==> config.mk <==
export PLATFORM = sky130hd
export DESIGN_NAME = boreal_cmd_sequencer
export DESIGN_NICKNAME = d
export VERILOG_FILES = /design/src/rtl/boreal_cmd_sequencer.sv
export SDC_FILE = /design/constraint.sdc
export NUM_CORES = 1
export LEC_CHECK = 0
export ABC_AREA = 1
export ABC_CLOCK_PERIOD_IN_PS = 2200
export BUFFER_PORTS_ARGS = -buffer_cell sky130_fd_sc_hd__buf_2
export CAP_MARGIN = 0
export CORE_ASPECT_RATIO = 1.2
export CORE_UTILIZATION = 34
export CTS_BUF_LIST = sky130_fd_sc_hd__clkbuf_4 sky130_fd_sc_hd__clkbuf_8
export DETAILED_ROUTE_END_ITERATION = 10
export PLACE_DENSITY = 0.73
export SYNTH_ARGS = -nofsm -noshare
export SYNTH_HDL_FRONTEND = slang
export SYNTH_SLANG_ARGS = --single-unit
export TNS_END_PERCENT = 100
==> constraint.sdc <==
create_clock -name clk -period 2.2 [get_ports clk]
set_input_delay 0.33 -clock clk [delete_from_list [all_inputs] [get_ports clk]]
set_output_delay 0.33 -clock clk [all_outputs]
set_load 0.05 [all_outputs]
==> src/rtl/boreal_cmd_sequencer.sv <==
// boreal_cmd_sequencer
// Round-robin arbiter that funnels N_REQ firmware command sources onto the
// single fw_act/fw_val channel, each grant held for HOLD_CYCLES cycles. The
// same block also acts as the AXI4-Lite write master that kicks the watchdog,
// but only when at least one command was accepted during the kick period.
// A stalled control loop therefore stops the kicks and lets the watchdog
// force BRAKE.
//
// Ports
//   clk, rst           clock, synchronous active-high reset
//   enable             1 = watchdog kicks allowed (arbitration always runs)
//   err_clr            pulse, clears kick_err and starved
//   req_valid/ready    per-requester handshake; ready is one-hot or zero
//   req_act/req_val    packed per-requester action IDs (8b) and values (16b)
//   fw_act/fw_val      registered command to the watchdog/safety mux
//   cmd_strobe         one-cycle pulse when fw_act/fw_val update
//   grant_id           index of the last granted requester
//   m_axi_*            AXI4-Lite write channels (AW, W, B)
//   kick_err           sticky: bad write response or kick overlap
//   starved            sticky: kick skipped because no command was accepted
module boreal_cmd_sequencer #(
   parameter int unsigned N_REQ       = 4,
   parameter int unsigned HOLD_CYCLES = 2,
   parameter int unsigned KICK_PERIOD = 6,
   parameter logic [31:0] WDT_BASE    = 32'h0000_0000
) (
   input  logic                  clk,
   input  logic                  rst,
   input  logic                  enable,
   input  logic                  err_clr,
   input  logic [N_REQ-1:0]      req_valid,
   output logic [N_REQ-1:0]      req_ready,
   input  logic [8*N_REQ-1:0]    req_act,
   input  logic [16*N_REQ-1:0]   req_val,
   output logic [7:0]            fw_act,
   output logic [15:0]           fw_val,
   output logic                  cmd_strobe,
   output logic [2:0]            grant_id,
   output logic [31:0]           m_axi_awaddr,
   output logic                  m_axi_awvalid,
   input  logic                  m_axi_awready,
   output logic [31:0]           m_axi_wdata,
   output logic [3:0]            m_axi_wstrb,
   output logic                  m_axi_wvalid,
   input  logic                  m_axi_wready,
   input  logic [1:0]            m_axi_bresp,
   input  logic                  m_axi_bvalid,
   output logic                  m_axi_bready,
   output logic                  kick_err,
   output logic                  starved
);

   localparam int unsigned HOLD_W    = $clog2(HOLD_CYCLES + 1);
   localparam int unsigned PER_W     = $clog2(KICK_PERIOD + 1);
   localparam logic [31:0] KICK_ADDR = WDT_BASE + 32'h0000_0004;
   localparam logic [31:0] KICK_DATA = 32'h1CEB_00DA;

   typedef enum logic {
      A_IDLE,
      A_HOLD
   } arb_state_t;

   typedef enum logic [1:0] {
      K_IDLE,
      K_REQ,
      K_RESP
   } kick_state_t;

   arb_state_t          arb_state;
   arb_state_t          arb_next;
   kick_state_t         kick_state;
   kick_state_t         kick_next;

   logic [2:0]          ptr;
   logic [HOLD_W-1:0]   hold_cnt;
   logic [PER_W-1:0]    per_cnt;
   logic                activity;

   logic                win_found;
   logic [2:0]          win_idx;
   logic [7:0]          win_act;
   logic [15:0]         win_val;
   logic                accept;
   logic                hold_done;
   logic                tc;

   logic                kick_issue;
   logic                starve_set;
   logic                kick_err_set;
   logic                aw_pending;
   logic                w_pending;

   // ------------------------------------------------------------------
   // Round-robin winner search: the lowest valid index at or above ptr
   // wins; if none, the lowest valid index overall (wrap-around).
   // ------------------------------------------------------------------
   always_comb begin
      logic       hi_found;
      logic [2:0] hi_idx;
      logic       lo_found;
      logic [2:0] lo_idx;
      hi_found = 1'b0;
      hi_idx   = 3'd0;
      lo_found = 1'b0;
      lo_idx   = 3'd0;
      for (int i = int'(N_REQ) - 1; i >= 0; i--) begin
         if (req_valid[i]) begin
            lo_found = 1'b1;
            lo_idx   = 3'(i);
            if (3'(i) >= ptr) begin
               hi_found = 1'b1;
               hi_idx   = 3'(i);
            end
         end
      end
      win_found = lo_found;
      win_idx   = hi_found ? hi_idx : lo_idx;
   end

   // Payload mux for the winning requester
   always_comb begin
      win_act = 8'h00;
      win_val = 16'h0000;
      for (int i = 0; i < int'(N_REQ); i++) begin
         if (win_idx == 3'(i)) begin
            win_act = req_act[8*i +: 8];
            win_val = req_val[16*i +: 16];
         end
      end
   end

   // ------------------------------------------------------------------
   // Arbiter FSM
   // ------------------------------------------------------------------
   always_ff @(posedge clk) begin
      if (rst) begin
         arb_state <= A_IDLE;
      end else begin
         arb_state <= arb_next;
      end
   end

   assign hold_done = (hold_cnt == HOLD_W'(HOLD_CYCLES - 1));

   always_comb begin
      arb_next = arb_state;
      case (arb_state)
         A_IDLE: if (win_found) arb_next = A_HOLD;
         A_HOLD: if (hold_done) arb_next = A_IDLE;
         default: arb_next = A_IDLE;
      endcase
   end

   // req_ready is intentionally combinational so a request is accepted in
   // the same cycle it is granted.
   always_comb begin
      accept    = (arb_state == A_IDLE) && win_found;
      req_ready = '0;
      for (int i = 0; i < int'(N_REQ); i++) begin
         req_ready[i] = accept && (win_idx == 3'(i));
      end
   end

   // Arbiter datapath: hold counter, captured command, pointer
   always_ff @(posedge clk) begin
      if (rst) begin
         hold_cnt   <= '0;
         ptr        <= 3'd0;
         fw_act     <= 8'h00;
         fw_val     <= 16'h0000;
         cmd_strobe <= 1'b0;
         grant_id   <= 3'd0;
      end else begin
         cmd_strobe <= accept;
         if (arb_state == A_HOLD) begin
            hold_cnt <= hold_cnt + HOLD_W'(1);
         end else begin
            hold_cnt <= '0;
         end
         if (accept) begin
            fw_act   <= win_act;
            fw_val   <= win_val;
            grant_id <= win_idx;
            ptr      <= (win_idx == 3'(N_REQ - 1)) ? 3'd0 : win_idx + 3'd1;
         end
      end
   end

   // ------------------------------------------------------------------
   // Kick period counter, free running 0..KICK_PERIOD-1
   // ------------------------------------------------------------------
   assign tc = (per_cnt == PER_W'(KICK_PERIOD - 1));

   always_ff @(posedge clk) begin
      if (rst) begin
         per_cnt <= '0;
      end else if (tc) begin
         per_cnt <= '0;
      end else begin
         per_cnt <= per_cnt + PER_W'(1);
      end
   end

   // ------------------------------------------------------------------
   // Kick FSM
   // ------------------------------------------------------------------
   always_ff @(posedge clk) begin
      if (rst) begin
         kick_state <= K_IDLE;
      end else begin
         kick_state <= kick_next;
      end
   end

   // A channel is still pending if its valid is up and ready is not seen
   assign aw_pending = m_axi_awvalid && !m_axi_awready;
   assign w_pending  = m_axi_wvalid && !m_axi_wready;

   always_comb begin
      kick_next = kick_state;
      case (kick_state)
         K_IDLE:  if (tc && enable && activity) kick_next = K_REQ;
         K_REQ:   if (!aw_pending && !w_pending) kick_next = K_RESP;
         K_RESP:  if (m_axi_bvalid) kick_next = K_IDLE;
         default: kick_next = K_IDLE;
      endcase
   end

   // Kick decisions; a TC during an outstanding kick is an overlap error
   // and neither queues a kick nor consumes the activity flag.
   always_comb begin
      kick_issue   = (kick_state == K_IDLE) && tc && enable && activity;
      starve_set   = (kick_state == K_IDLE) && tc && enable && !activity;
      kick_err_set = (tc && (kick_state != K_IDLE)) ||
                     ((kick_state == K_RESP) && m_axi_bvalid && (m_axi_bresp != 2'b00));
   end

   // AXI outputs, activity and sticky flags
   always_ff @(posedge clk) begin
      if (rst) begin
         m_axi_awaddr  <= 32'h0;
         m_axi_awvalid <= 1'b0;
         m_axi_wdata   <= 32'h0;
         m_axi_wstrb   <= 4'h0;
         m_axi_wvalid  <= 1'b0;
         m_axi_bready  <= 1'b0;
         activity      <= 1'b0;
         kick_err      <= 1'b0;
         starved       <= 1'b0;
      end else begin
         m_axi_wstrb   <= 4'hF;
         m_axi_awvalid <= kick_issue || aw_pending;
         m_axi_wvalid  <= kick_issue || w_pending;
         m_axi_bready  <= (kick_next == K_RESP);
         if (kick_issue) begin
            m_axi_awaddr <= KICK_ADDR;
            m_axi_wdata  <= KICK_DATA;
         end
         // An accept on the same cycle as a kick issue keeps the flag set
         activity <= accept || (activity && !kick_issue);
         kick_err <= kick_err_set || (kick_err && !err_clr);
         starved  <= starve_set || (starved && !err_clr);
      end
   end

endmodule

==> impl_metrics.json, run 1 <==
{
  "antenna_found_initial": 0,
  "initial_core_util_pct": 34.96,
  "drv_cap": 0,
  "diodes": 0,
  "dp_cells": 733,
  "place_congestion": 0.7995,
  "die_h_um": 107.3,
  "yosys_warnings": 0,
  "dr.pass1.iters": 7,
  "synth_area_leader_cell": "dfxtp_1",
  "timing.final.max_slew_violations": 0,
  "yosysTopAreaCellShare_pct": 28.67,
  "cp_max_fo": 4,
  "core_area_sq_um": 8986,
  "critPathKind": "register to output port",
  "fin_crit_ns": 2.138,
  "power.internal_mw": 1.742,
  "setup_viol": 0,
  "die_x_um": 89.75,
  "grt_pass1_vias": 2962,
  "h-tree-depth": 2,
  "vias": 3357,
  "cts_made_buffers": 5,
  "drt_iter0_drc": 129,
  "final.setup.tns_ns": 0,
  "rows": 38,
  "hold_class": "primary input to register",
  "avgSynthCellArea_sq_um": 6.532,
  "fin_ws_ns": 0.06189,
  "synth.area.top_cells": "dfxtp_1 (29%), buf_4 (16%), nand2_1 (14%)",
  "grt_pass1_wl_um": 13860,
  "clockBufferDepth": 2,
  "drt_wl_total_um": 8990,
  "place_ws_ns": -0.01238,
  "swShare_pct": 49.64,
  "p_comb_share_pct": 55.2,
  "viasPerCell": 4.500,
  "pin_count": 214,
  "instances_no_fill": 746,
  "placed_area_sq_um": 3764,
  "ir_drop_v": 0.0003502,
  "required_ns": 1.87,
  "insertion_delay_ns": 0.30,
  "ctsHoldBuffers": 0,
  "max_freq_mhz": 467.7,
  "die_area_sq_um": 9630,
  "synthCells": 481,
  "drc": 0,
  "dp.final_hpwl_um": 6754,
  "cts_tree": "built",
  "hold_violations": 0,
  "clock_skew_ns": 0.01202,
  "design_area_sq_um": 3960,
  "syn_area_sq_um": 3142,
  "finalNetCount": 741,
  "path_clk_slew_ns": 0.09,
  "power_mw": 3.459,
  "ant_nets": 0,
  "grt_overflow": 0,
  "grt_use_total_pct": 17.99,
  "drive_above_1_share_pct": 34.82,
  "leakage_nw": 2.196,
  "synth-seq-area-share_pct": 28.67,
  "start_kind": "register",
  "p_seq_share_pct": 29.4,
  "status": "complete, no violations",
  "crit_arrival_ns": 1.81,
  "final_core_util_pct": 44.07,
  "min_period_over_period_pct": 97.19,
  "power_density_nw_per_um2": 873.5,
  "cp-end-kind": "output port",
  "wl_per_cell_um": 12.05,
  "clockPowerShare_pct": 15.4,
  "grt_setup_unrepaired": "true",
  "ys_ff_latch": 45,
  "synthToLayoutAreaGrowth_pct": 26.05,
  "grt_max_degree": 36,
  "synth_cell_type_count": 28,
  "cts_root_buffer": "clkbuf_8",
  "holdWs_ns": 0.2996,
  "clock-sinks": 45,
  "power_switching_mw": 1.717,
  "place.port_buffers": 163
}
## timing repair
| item | 4_1_cts | 5_1_grt |
|---|---|---|
| pin swaps | 0 | 4 |
| resized for setup | 12 | 18 |
| setup buffers | 2 | 4 |
| setup endpoints to repair | 4 | 16 |
## cell usage in the layout (no fill, tap or decap), drive strengths merged, types with 2 or more instances in the layout
master    count
nand3         6
nand2       118
nor2         94
dfxtp        45
clkinvlp      2
ha            7
clkbuf        6
nand4        24
a21oi        36
o21ai        28
buf         181
inv          23
conb         50
## logic make-up after synthesis
group                      count (synthesis)  share of synthesized area, %
DFF                                       45                         28.67
other                                      1                        0.1194
xor gates and xnor gates                   1                        0.2788
and+or+nand+nor                          244                         33.09
buffers and inverters                    116                         24.17
adders and majority gates                  7                         2.788
AOI/OAI and AO/OA                         67                         10.87
## synthesized netlist by cell type
cell and number:
ha_1 7, dfxtp_1 45, clkbuf_1 5, nand3_4 2, inv_1 20, o31ai_1 1
o21ai_1 15, nand4_1 24, xnor2_1 1, o21ai_0 13, conb_1 1, inv_2 3
o21a_1 1, buf_4 67, a21oi_1 36, nor2_1 92, nand2_4 1, buf_1 3
nand3b_1 1, nor2_2 1, clkbuf_2 1, nand2_1 117, nor2_8 1, nor3_1 1
o22ai_1 1, buf_2 9, nand3_1 4, buf_6 8
## registers in the layout, summed over array words and instances (netlist names)
| signal | flops |
|---|---|
| m_axi_awaddr | 1 |
| fw_act | 8 |
| activity | 1 |
| arb_state | 1 |
| ptr | 2 |
| m_axi_awvalid | 1 |
| per_cnt | 3 |
| fw_val | 16 |
| kick_state | 2 |
| grant_id | 2 |
| cmd_strobe | 1 |
| starved | 1 |
| m_axi_wvalid | 1 |
| m_axi_bready | 1 |
| m_axi_wstrb | 1 |
| hold_cnt | 2 |
| kick_err | 1 |
## worst paths after layout
| kind | end | depth (start not counted) | startpoint | slack, ns |
|---|---|---|---|---|
| setup / recovery | req_ready[0] | 9 | ptr[1] | 0.06 |
| hold / removal | starved | 4 | err_clr | 0.30 |
| setup reg to reg | fw_val[15] | 14 | ptr[1] | 0.19 |
| hold reg to reg | hold_cnt[0] | 1 | hold_cnt[0] | 0.44 |
## worst max-delay path, cell delays in order (launching register included)
cell,delay (ns)
dfxtp_4,0.39
nand2_2,0.07
a21oi_2,0.17
inv_1,0.05
o21ai_1,0.12
buf_4,0.16
ha_1,0.16
inv_2,0.07
nor2_2,0.14
buf_6,0.17
## layer usage
layer  track usage [%]  wire (um)
met1             21.87       3795
met2             32.42       4417
met3             2.895        657
met4             5.621        120
met5                 0          0
## power by group through the flow
| stage | Clock (mW) | Combinational (mW) | Sequential [mW] |
|---|---|---|---|
| after floorplan | 0 | 1.15 | 1.37 |
| after global placement | 0 | 1.81 | 1.03 |
| after detailed placement | 0 | 1.83 | 1.03 |
| after CTS | 0.554 | 1.87 | 1.01 |
| after global routing | 0.594 | 2.07 | 1.03 |
| final | 0.532 | 1.91 | 1.02 |
## layout make-up
class / instances / area, sq um
timing repair buffer: 181 / 1001
fill: 945 / 5026
sequential: 45 / 905.9
clock buffer: 6 / 76.32
tap: 120 / 150.1
multi-input combinational: 369 / 1725
inverter: 23 / 86.33
clock inverter: 2 / 15.01
No activity file was read; power rests on OpenSTA's default activity.
==> run 2: changes to the inputs <==
- ABC_CLOCK_PERIOD_IN_PS: 2200 -> 2570
- SETUP_SLACK_MARGIN: not set -> 0.5
- clock period: 2.2 -> 2.57 ns (I/O delays scaled with it)
==> run 2 against run 1 <==
Against the previous run: the flow now finishes with violations (DRC); hold slack gained 0.028 ns; global-route usage rose by 0.059 points; critical path depth unchanged; sequential share of layout area fell by 0.79 points; total power decreased by 9.9%; first-iteration DRC count rose by 40%; register-to-register slack better by 0.31 ns; cell count is the same; count of clock-buffer cells in the layout shrank 1; critical path type unchanged.
==> impl_metrics.json, run 2 (synthesized netlist as in run 1, its figures left out) <==
{
  "status": "complete, but fails checks",
  "violations": "DRC",
  "place.port_buffers": 163,
  "ant_nets": 0,
  "p_comb_share_pct": 56.7,
  "grt_max_degree": 32,
  "clockPowerShare_pct": 15.1,
  "seq_area_sq_um": 908.4,
  "cpPeakStageDelay_ns": 0.40,
  "worstPathBufferInverterCount": 4,
  "fin_crit_ns": 2.147,
  "h-tree-depth": 2,
  "r2r_setup_slack_ns": 0.50,
  "drv_cap": 0,
  "cp_max_fo": 4,
  "wl_met2_um": 4763,
  "swShare_pct": 50.83,
  "dr.max_layer_used": "met4",
  "diodes": 0,
  "path_clk_slew_ns": 0.10,
  "cp-end-kind": "output port",
  "clock-sinks": 45,
  "drc": 2,
  "die_h_um": 107.3,
  "cts_tree": "built",
  "wl_met3_um": 559,
  "final_cell_mix": "buf_2 (159), nand2_1 (115), nor2_1 (86)",
  "vias": 3408,
  "initial_core_util_pct": 34.96,
  "place_congestion": 0.8825,
  "p_seq_share_pct": 28.2,
  "clockBufferDepth": 2,
  "antenna_found_initial": 0,
  "instances_no_fill": 746,
  "wl_per_cell_um": 12.56,
  "pin_count": 214,
  "min_to": "starved",
  "core_area_sq_um": 8986,
  "rr_endpoint": "fw_val[5]",
  "largest_reg_flops": 16,
  "hold_violations": 0,
  "crit_chain": "nand2_4, a21oi_4, inv_2, o21ai_4, inv_2, ha_4, inv_4, nor2_4, buf_8",
  "clock_skew_ns": 0.01130,
  "place_ws_ns": 0.1510,
  "grt_setup_unrepaired": "true",
  "rows": 38,
  "min_from": "err_clr",
  "die_area_sq_um": 9630,
  "max_freq_mhz": 465.8,
  "cts_made_buffers": 5,
  "grt_pass1_wl_um": 13870,
  "min_period_over_period_pct": 83.54,
  "drive_above_1_share_pct": 36.42,
  "dp.final_hpwl_um": 6476,
  "cpMaxStageDelayCell": "dfxtp_4",
  "finalNetCount": 741,
  "critPathKind": "register to output port",
  "r2r_cells": 14,
  "hold_depth": 4,
  "cts_root_buffer": "clkbuf_8",
  "setup_viol": 0,
  "dr.pass1.iters": 7,
  "crit_family": "flip-flops",
  "r2r-start": "ptr[1]",
  "final.setup.tns_ns": 0,
  "grt_overflow": 0,
  "timing.final.max_slew_violations": 0,
  "insertion_delay_ns": 0.31,
  "start_kind": "register",
  "power.internal_mw": 1.532,
  "dp_cells": 727,
  "leakage_nw": 2.230,
  "n_fill_cell": 916,
  "crit_arrival_ns": 1.76,
  "path_common_cell": "inv_2",
  "drt_iter0_drc": 180,
  "hold_class": "primary input to register",
  "grt_use_total_pct": 18.05,
  "met1_length_um": 3850,
  "die_x_um": 89.75,
  "layout_commonest_cell": "buf_2",
  "viasPerCell": 4.568,
  "ir_drop_v": 0.0003134,
  "top_register": "fw_val",
  "synthToLayoutAreaGrowth_pct": 30.90,
  "fin_ws_ns": 0.4230,
  "drt_wl_total_um": 9370,
  "power_density_nw_per_um2": 757.5,
  "power_switching_mw": 1.584,
  "required_ns": 2.18,
  "multi_input_area_sq_um": 1868,
  "grt_pass1_vias": 3014,
  "reg_top3": "fw_val: 16 flops, fw_act: 8 flops, per_cnt: 3 flops"
}
run 2: worst max-delay path by stage:
stage	from	slack, ns	end	depth (start not counted)
floorplan	ptr[1]	0.48	req_ready[1]	9
global placement	req_valid[1]	0.22	fw_act[7]	15
detailed placement	req_valid[1]	0.15	fw_act[7]	15
CTS	ptr[1]	0.42	req_ready[2]	9
global route	ptr[0]	0.34	req_ready[3]	9
finish	ptr[1]	0.42	req_ready[3]	9
run 2: per-layer routing:
layer	global-route usage [%]	vias to the layer above
met1	21.09	1508
met3	2.825	17
li1	-	1708
met2	33.13	175
met5	0	-
met4	6.792	0
run 2: worst min-delay path, cell delays in order:
cell,delay (ns)
buf_2,0.07
inv_1,0.04
nand2_1,0.05
a21oi_1,0.05
run 2: final cells by class:
cell class | instances | area share [%]
multi-input combinational | 372 | 45.42
inverter | 23 | 2.403
clock buffer | 5 | 1.673
tap | 120 | 3.651
clock inverter | 3 | 0.6085
timing repair buffer | 178 | 24.16
sequential | 45 | 22.09
run 2: power groups by stage:
| stage | sequential (mW) | clock [mW] | combinational, mW |
|---|---|---|---|
| 2_1_floorplan | 1.18 | 0 | 0.990 |
| 3_3_place_gp | 0.880 | 0 | 1.50 |
| 3_5_place_dp | 0.883 | 0 | 1.52 |
| 4_1_cts | 0.872 | 0.486 | 1.60 |
| 5_1_grt | 0.890 | 0.520 | 1.92 |
| 6_report | 0.880 | 0.470 | 1.77 |
run 2: timing repair:
action                                  4_1_cts  5_1_grt
setup buffers                                 5        3
resized for setup                            29       32
endpoints found under the setup margin       28       28
hold buffers                                  0        0
pin swaps                                     7       14
cloned                                        0        3
run 2: metrics by stage:
step / instance area, sq um / util, % / hold slack [ns] / total power [mW]
2_1_floorplan: 3351 / - / 0.3989 / 2.167
3_3_place_gp: 3696 / 41.13 / 0.4070 / 2.382
3_5_place_dp: 3696 / 41.13 / 0.4188 / 2.402
4_1_cts: 3913 / 43.54 / 0.3168 / 2.958
5_1_grt: 4113 / 45.77 / 0.3443 / 3.334
6_report: 4113 / 45.77 / 0.3277 / 3.115
==> run 3: changes to the inputs <==
- ABC_CLOCK_PERIOD_IN_PS: 2570 -> 1850
- PLACE_DENSITY: 0.73 -> 0.75
- clock period: 2.57 -> 1.85 ns (I/O delays scaled with it)
==> run 3 against run 2 <==
Against the previous run: the flow finishes with violations (setup timing); total power up 55%; clock power is 67% higher; clock skew fell by 0.0058 ns; die area is the same; wire length up 7.3%; sequential power grew 37%; utilization rose by 4.3 points; critical path depth grew 1; cell count rose by 2.9%; via count is 4.9% higher; non-clock buffer count increased by 24; sequential share of layout area fell by 1.9 points; highest routed layer unchanged.
==> impl_metrics.json, run 3 (synthesized netlist as in run 1, its figures left out) <==
{
  "status": "complete, but fails checks",
  "violations": "setup timing",
  "fin_ws_ns": -0.2442,
  "insertion_delay_ns": 0.29,
  "crit_arrival_ns": 1.82,
  "dr.pass1.iters": 4,
  "cp_max_fo": 4,
  "die_x_um": 89.75,
  "critical_path.startpoint": "ptr[1]",
  "drv_cap": 0,
  "rr_endpoint": "fw_val[2]",
  "ir_drop_v": 0.0004434,
  "final.setup.tns_ns": -4.404,
  "grt_max_degree": 25,
  "diodes": 0,
  "setup_viol": 28,
  "top_register": "fw_val",
  "cts_made_buffers": 5,
  "grt_pass1_vias": 3287,
  "hold_depth": 4,
  "clock_skew_ns": 0.005525,
  "leakage_nw": 2.398,
  "vias": 3574,
  "cts_root_buffer": "clkbuf_8",
  "hold_class": "primary input to register",
  "rows": 38,
  "cp-end-kind": "output port",
  "viasPerCell": 4.654,
  "finalNetCount": 763,
  "power_density_nw_per_um2": 1074,
  "place.port_buffers": 163,
  "largest_reg_flops": 16,
  "r2r_cells": 14,
  "ant_nets": 0,
  "place_congestion": 0.8033,
  "critPathKind": "register to output port",
  "r2r-start": "ptr[1]",
  "grt_overflow": 0,
  "pin_count": 214,
  "required_ns": 1.57,
  "wl_met3_um": 607,
  "drt_iter0_drc": 162,
  "path_clk_slew_ns": 0.09,
  "start_kind": "register",
  "clock-sinks": 45,
  "min_period_over_period_pct": 113.2,
  "hold_violations": 0,
  "h-tree-depth": 2,
  "wl_met2_um": 5213,
  "die_area_sq_um": 9630,
  "grt_setup_unrepaired": "true",
  "drive_above_1_share_pct": 42.44,
  "setup.worst_path.end": "req_ready[2]",
  "final_core_util_pct": 50.08,
  "layout_commonest_cell": "buf_2",
  "die_h_um": 107.3,
  "final_cell_mix": "buf_2 (153), nand2_1 (105), nor2_1 (85)",
  "core_area_sq_um": 8986,
  "wl_per_cell_um": 13.10,
  "synthToLayoutAreaGrowth_pct": 43.25,
  "clockBufferDepth": 2,
  "drt_wl_total_um": 10060,
  "cts_tree": "built",
  "reg_top3": "fw_val: 16 flops, fw_act: 8 flops, per_cnt: 3 flops",
  "dr.max_layer_used": "met4",
  "met1_length_um": 4037,
  "max_freq_mhz": 477.5,
  "ctsHoldBuffers": 0,
  "place_ws_ns": -0.1933,
  "timing.final.max_slew_violations": 0,
  "fin_crit_ns": 2.094,
  "r2r_setup_slack_ns": -0.18,
  "grt_use_total_pct": 19.40,
  "drc": 0,
  "grt_pass1_wl_um": 14900,
  "antenna_found_initial": 0,
  "initial_core_util_pct": 34.96,
  "dp.final_hpwl_um": 6897
}
-- run 3: cell types whose count changed in the layout (fill, tap and decap cells not counted), moves of 5 or more --
cell	change
buf_2	-6
buf_4	+11
o21ai_0	-6
a21oi_1	-7
o21ai_2	+5
buf_6	+8
nand2_1	-10
a21oi_2	+7
nand2_2	+10
clkbuf_4	+7
-- run 3: timing repair --
action / 4_1_cts / 5_1_grt
endpoints found under the setup margin: 29 / 50
pin swaps: 8 / 8
gates resized for setup: 48 / 43
setup buffers: 6 / 8
cloned: 1 / 1
-- run 3: layout make-up --
class                      count  area (sq um)
inverter                      23         106.4
sequential                    45         909.6
multi-input combinational    370          1926
timing repair buffer         202          1289
fill                         905          4486
clock buffer                   7         90.09
clock inverter                 1         30.03
tap                          120         150.1
-- run 3: critical path, stage by stage (launching register included) --
cell and delay, ns:
dfxtp_4 0.40, nand2_4 0.07, a21oi_4 0.16, nand3_2 0.13
nand2_4 0.11, buf_4 0.11, buf_4 0.10, ha_4 0.17
inv_6 0.05, nor2_4 0.08, buf_6 0.16
-- run 3: layer usage --
layer,up-vias,track usage [%]
li1,1749,-
met1,1634,20.77
met2,171,37.09
met3,20,4.237
met4,0,7.260
met5,-,0
-- run 3: how the worst min path moves through the flow --
stage / slack [ns] / start / end
2_1_floorplan: 0.40 / hold_cnt[0] / hold_cnt[0]
3_3_place_gp: 0.41 / hold_cnt[0] / hold_cnt[0]
3_5_place_dp: 0.42 / hold_cnt[0] / hold_cnt[0]
4_1_cts: 0.25 / err_clr / starved
5_1_grt: 0.26 / err_clr / starved
6_report: 0.25 / err_clr / starved
-- run 3: power breakdown --
part,switching [mW],internal (mW)
Combinational,1.84,0.991
Sequential,0.0916,1.12
Clock,0.331,0.455
Total,2.27,2.57
-- run 3: per-stage QoR --
stage / hold slack [ns] / cells / instance area, sq um / total power, mW
3_3_place_gp: 0.4064 / 744 / 3931 / 3.538
5_1_grt: 0.2608 / 768 / 4501 / 5.118
4_1_cts: 0.2462 / 759 / 4295 / 4.623
6_report: 0.2521 / 768 / 4501 / 4.833
3_5_place_dp: 0.4171 / 744 / 3931 / 3.585
2_1_floorplan: 0.3989 / 530 / 3427 / 3.080
